File: src/rtl/edid_fetch_ctl.sv
// edid_fetch_ctl: fetches EDID block 0 (and block 1 when present) over DDC into a 256-byte buffer
module edid_fetch_ctl #(
    parameter logic [6:0] DEV_ADDR    = 7'h50,
    parameter int         MAX_RETRY   = 3,
    parameter int         TIMEOUT_CYC = 25000
) (
    input  logic       gclk,
    input  logic       rst,
    input  logic       edid_init,
    input  logic       monitor_hpd,
    output logic       edid_read_ok,
    output logic       edid_fail,
    output logic       busy,
    output logic       ext_present,
    output logic       i2c_req,
    output logic [6:0] i2c_dev,
    output logic [7:0] i2c_offset,
    input  logic       i2c_ack,
    input  logic       i2c_nack,
    input  logic [7:0] i2c_rdata,
    output logic       buf_we,
    output logic [7:0] buf_addr,
    output logic [7:0] buf_wdata
);
    localparam logic [2:0] S_IDLE  = 3'd0;
    localparam logic [2:0] S_REQ   = 3'd1;
    localparam logic [2:0] S_WAIT  = 3'd2;
    localparam logic [2:0] S_WRITE = 3'd3;
    localparam logic [2:0] S_CHECK = 3'd4;
    localparam logic [2:0] S_DONE  = 3'd5;
    localparam logic [2:0] S_FAIL  = 3'd6;
    localparam int CW = $clog2(TIMEOUT_CYC + 1);
    localparam int RW = $clog2(MAX_RETRY + 1);
    logic [2:0]    state;
    logic          blk;
    logic [6:0]    idx;
    logic [RW-1:0] retry;
    logic [7:0]    csum;
    logic [7:0]    ext_cnt;
    logic [7:0]    data;
    logic          hdr_err;
    logic [CW-1:0] tmo;
    logic          start;
    logic          last_try;
    logic          blk_pass;
    logic          fail_now;
    logic [7:0]    hdr_exp;
    assign start      = edid_init && monitor_hpd;
    assign busy       = state == S_REQ || state == S_WAIT || state == S_WRITE || state == S_CHECK;
    assign i2c_req    = state == S_REQ;
    assign buf_we     = state == S_WRITE;
    assign i2c_dev    = DEV_ADDR;
    assign i2c_offset = {blk, idx};
    assign buf_addr   = {blk, idx};
    assign buf_wdata  = data;
    assign hdr_exp    = (idx == 7'd0 || idx == 7'd7) ? 8'h00 : 8'hFF;
    assign last_try   = int'(retry) + 1 >= MAX_RETRY;
    assign blk_pass   = csum == 8'd0 && (blk || !hdr_err);
    // A byte fails on nack (which beats a simultaneous ack) or when the wait budget runs out without an ack
    assign fail_now   = (state == S_WAIT && (i2c_nack || (!i2c_ack && tmo <= CW'(1))))
                     || (state == S_CHECK && !blk_pass);
    // Fetch sequencer: hot-plug loss aborts first, then start, then retry handling, then normal flow
    always_ff @(posedge gclk) begin
        if (rst) begin
            state        <= S_IDLE;
            edid_read_ok <= 1'b0;
            edid_fail    <= 1'b0;
            ext_present  <= 1'b0;
            blk          <= 1'b0;
            idx          <= 7'd0;
            retry        <= '0;
            csum         <= 8'd0;
            ext_cnt      <= 8'd0;
            data         <= 8'd0;
            hdr_err      <= 1'b0;
            tmo          <= '0;
        end else if (busy && !monitor_hpd) begin
            state        <= S_IDLE;
            edid_read_ok <= 1'b0;
            edid_fail    <= 1'b0;
        end else if (!busy && start) begin
            state        <= S_REQ;
            edid_read_ok <= 1'b0;
            edid_fail    <= 1'b0;
            ext_present  <= 1'b0;
            blk          <= 1'b0;
            idx          <= 7'd0;
            retry        <= '0;
            csum         <= 8'd0;
            hdr_err      <= 1'b0;
        end else if (fail_now) begin
            if (last_try) begin
                state     <= S_FAIL;
                edid_fail <= 1'b1;
            end else begin
                state   <= S_REQ;
                retry   <= retry + 1'b1;
                idx     <= 7'd0;
                csum    <= 8'd0;
                hdr_err <= 1'b0;
            end
        end else begin
            case (state)
                S_DONE, S_FAIL: begin
                    if (!monitor_hpd) begin
                        state        <= S_IDLE;
                        edid_read_ok <= 1'b0;
                        ext_present  <= 1'b0;
                    end
                end
                S_REQ: begin
                    tmo   <= CW'(TIMEOUT_CYC);
                    state <= S_WAIT;
                end
                S_WAIT: begin
                    if (i2c_ack) begin
                        data  <= i2c_rdata;
                        state <= S_WRITE;
                    end else begin
                        tmo <= tmo - 1'b1;
                    end
                end
                S_WRITE: begin
                    csum <= csum + data;
                    if (!blk && idx == 7'd126) ext_cnt <= data;
                    if (!blk && idx < 7'd8 && data != hdr_exp) hdr_err <= 1'b1;
                    if (idx != 7'h7F) idx <= idx + 7'd1;
                    state <= idx == 7'h7F ? S_CHECK : S_REQ;
                end
                S_CHECK: begin
                    if (!blk && ext_cnt != 8'd0) begin
                        state <= S_REQ;
                        blk   <= 1'b1;
                        idx   <= 7'd0;
                        csum  <= 8'd0;
                        retry <= '0;
                    end else begin
                        state        <= S_DONE;
                        edid_read_ok <= 1'b1;
                        ext_present  <= blk;
                    end
                end
                default: ;
            endcase
        end
    end
endmodule
File: config.mk
export PLATFORM = sky130hd
export DESIGN_NAME = edid_fetch_ctl
export DESIGN_NICKNAME = d
export VERILOG_FILES = /design/src/rtl/edid_fetch_ctl.sv
export SDC_FILE = /design/constraint.sdc
export NUM_CORES = 1
export LEC_CHECK = 0
export ABC_AREA = 1
export BUFFER_PORTS_ARGS = -buffer_cell sky130_fd_sc_hd__buf_4
export CAP_MARGIN = 20
export CELL_PAD_IN_SITES_DETAIL_PLACEMENT = 0
export CELL_PAD_IN_SITES_GLOBAL_PLACEMENT = 2
export CORE_ASPECT_RATIO = 1.25
export CORE_MARGIN = 5
export CORE_UTILIZATION = 25
export CTS_CLUSTER_SIZE = 10
export DETAILED_ROUTE_END_ITERATION = 10
export PLACE_DENSITY = 0.77
export SKIP_CTS_REPAIR_TIMING = 1
export SYNTH_ARGS = -nofsm -noshare
export SYNTH_HDL_FRONTEND = slang
export SYNTH_SLANG_ARGS = --single-unit
File: constraint.sdc
create_clock -name gclk -period 3.7 [get_ports gclk]
set_input_delay 0.185 -clock gclk [delete_from_list [all_inputs] [get_ports gclk]]
set_output_delay 0.185 -clock gclk [all_outputs]
set_load 0.005 [all_outputs]
==> run_results.csv <==
group,metric,value,unit
synthesis,yosys_register_bits,56,
outcome,outcome,"finished, final reports clean",
floorplanning,ios,51,
routing,first_pass_iters,4,
floorplanning,initial_core_util,25.4,%
sta,hold_viol,0,
worst_setup_path,start_kind,"flop",
sta,timing.setup.tns,0,ns
sta,fin_crit_sh,69.1,%
synthesis,syn_area_per_cell,6.56,um^2
routing,wl_per_cell,13.7,um
synthesis,seq_area_frac_synth,30.7,%
sta,rsz0062_at_grt,"no",
sta,fmax,391,MHz
sta,finalMaxSlewViolations,0,
global_routing,grt_pass1_vias,3592,
placement,dp_hpwl,8.24,mm
synthesis,synthFlopType,"dfxtp_1",
sta,fin_worst_skew,0.0126,ns
finish,fin_cells,764,
placement,placed_area,0.00403,mm^2
cts,cts_htree_levels,2,
cts,cts_max_path_buffers,2,
sta,slew-limit-headroom,47.0,%
worst_setup_path,crit_type,"flop to flop",
synthesis,synth_top_area_share,30.7,%
sta,setup_viol,0,
finish,stdcell_area,0.00418,mm^2
finish,area_delta_synth_final,14.5,%
routing,first_iter_violations,166,
global_routing,grt_antenna_before_repair,0,
floorplanning,dieArea,0.0171,mm^2
worst_setup_path,cp.required,3.89,ns
worst_setup_path,crit_arrival,2.75,ns
cts,root_buffer,"clkbuf_16",
worst_setup_path,end_kind,"flop",
global_routing,grt-ovfl-total,0,
power_and_ir_drop,vdd_drop_max,0.252,mV
worst_setup_path,r2r_end,"tmo[1]",
floorplanning,rows,49,
cts,cts_buffers,5,
routing,vias,3498,
routing,drc_errors,0,
worst_setup_path,r2r_slack,1.14,ns
placement,dpl.cell_count,756,
worst_setup_path,cp_max_fo,16,
placement,finalWeightedCongestion,0.838,
global_routing,grt_max_degree,33,
sta,min_period,2.56,ns
synthesis,synthArstFlopShare,0,%
global_routing,grtUsageTotal,12.5,%
synthesis,synth_area,0.00365,mm^2
floorplanning,die_y,145,um
synthesis,synthTopCellsByArea,"dfxtp_1, nand2_1, nor2_1",
cts,path_clk_slew,0.08,ns
synthesis,synth_edf_count,0,
worst_setup_path,ff2ff_path_depth,9,
worst_setup_path,rr_startpoint,"state[1]",
finish,drive_gt1_share,15.0,%
run,cap_viol_max_count,0,
synthesis,postSynthCellCount,556,
cts,insertion_delay,0.31,ns
routing,ant_nets,0,
routing,drt_wl_total,10.4,mm
synthesis,yosysWarnings,0,
power_and_ir_drop,p_per_area,538,mW/mm^2
global_routing,grt_pass1_wl,17.8,mm
worst_setup_path,crit_path_end,"tmo[1]",
cts,cts_tree,"done",
cts,clkSinkCount,56,
sta,worst_pin_slew,0.787,ns
finish,finalNetCount,614,
routing,vias_per_cell,4.58,
floorplanning,core_area,0.0143,mm^2
placement,port_buffers,43,
finish,insertedDiodeCount,0,
finish,fill_cells,1643,
worst_setup_path,crit_start,"state[1]",
min_path,hold_path.class,"input pin to flop",
power_and_ir_drop,cellLeakagePower,1.91,nW
synthesis,synth_top_area_cell,"dfxtp_1",
floorplanning,die_width,118,um
synthesis,synth.distinct_cells,45,
Yosys cell counts (2+ instances only):
master / count
a21oi_1: 42
buf_4: 17
buf_6: 3
clkbuf_1: 5
conb_1: 2
dfxtp_1: 56
ha_1: 14
inv_1: 46
inv_2: 4
nand2_1: 144
nand2_2: 7
nand2_4: 2
nand3_1: 30
nand3_2: 3
nand4_1: 14
nor2_1: 88
nor2_2: 4
nor3_1: 10
nor4_1: 6
o21ai_0: 14
o21ai_1: 2
o31ai_1: 2
or2_2: 9
xnor2_1: 4
xor2_1: 8
layer usage:
metal  share of wire (%)  GRT usage (%)  up-vias
li1                    -              -     1828
met1                  42           14.2     1606
met2                  53           23.0       54
met3                 3.5           2.65       10
met4                 1.9           4.13        0
met5                   0              0        -
how the worst min path moves through the flow:
stage,startpoint,endpoint,slack [ns],cells after the start
finish,i2c_rdata[1],buf_wdata[1],0.1,3
CTS,i2c_rdata[4],buf_wdata[4],0.09,3
floorplan,i2c_rdata[1],buf_wdata[1],0.32,2
global placement,i2c_rdata[5],buf_wdata[5],0.41,3
global route,i2c_rdata[6],buf_wdata[6],0.11,3
detailed placement,i2c_rdata[4],buf_wdata[4],0.42,3
placed cells by master, fill, tap and decap left out, types with 2 or more instances in the layout:
cell type,n
nand3_1,30
nor3_1,10
nand2_1,144
nand2_4,2
nor2_1,88
o31ai_1,2
conb_1,7
o21ai_0,14
nor4_1,6
xor2_1,8
o21ai_1,2
nand3_2,3
nand4_1,14
xnor2_1,4
or2_2,9
nor2_2,4
clkinv_4,2
ha_1,14
inv_1,46
buf_4,43
nand2_2,7
inv_2,4
clkbuf_16,5
a21oi_1,42
dfxtp_1,56
cell families after synthesis:
family                   Yosys count  share of synthesized area, %
AO/OA/AOI/OAI                     68                          10.3
XOR/XNOR                          12                          2.88
adder cells (fa/ha/maj)           15                          5.35
buffers and inverters             78                          10.5
flip-flops                        56                          30.7
other                              2                         0.206
AND/OR/NAND/NOR                  325                          40.0
critical path, stage by stage (launching register included):
cell and delay (ns):
dfxtp_1 0.46, inv_1 0.11, nor3_4 0.50, nand2_2 0.31, nand2_4 0.22, inv_2 0.10
nand2_2 0.31, inv_4 0.16, o21ai_0 0.21, nor2_1 0.06
power breakdown:
group	internal (W)	switching [W]
clock	0.000256	0.000238
sequential	0.000672	0.0000846
combinational	0.000375	0.000621
sequential cells by signal, indices dropped and copies added, names as in the netlist:
signal and cells:
blk 1, buf_wdata 8, csum 8, edid_fail 1, edid_read_ok 1, ext_cnt 8, ext_present 1, hdr_err 1
idx 7, retry 2, state 3, tmo 15
layout make-up:
cell class              count  area, um^2  area share [%]
multi-input cells         427        2160            51.8
flip-flops and latches     56        1120            26.8
repair buffers             43         323            7.73
well taps                 178         223            5.33
inverters                  52         198            4.73
clock buffers               5         125            2.99
clock inverters             3        26.3           0.629
through the flow:
step / util, % / hold WS (ns) / total power, W / worst slack, ns
6_report: 29.1 / 0.0964 / 0.00225 / 1.14
5_1_grt: 29.1 / 0.113 / 0.00246 / 0.858
4_1_cts: 29.1 / 0.0885 / 0.00229 / 1.13
3_5_place_dp: 28.1 / 0.420 / 0.00178 / 1.14
3_3_place_gp: 28.1 / 0.413 / 0.00178 / 1.26
2_1_floorplan: - / 0.320 / 0.00154 / 1.90
No activity file was read; power rests on OpenSTA's default activity.
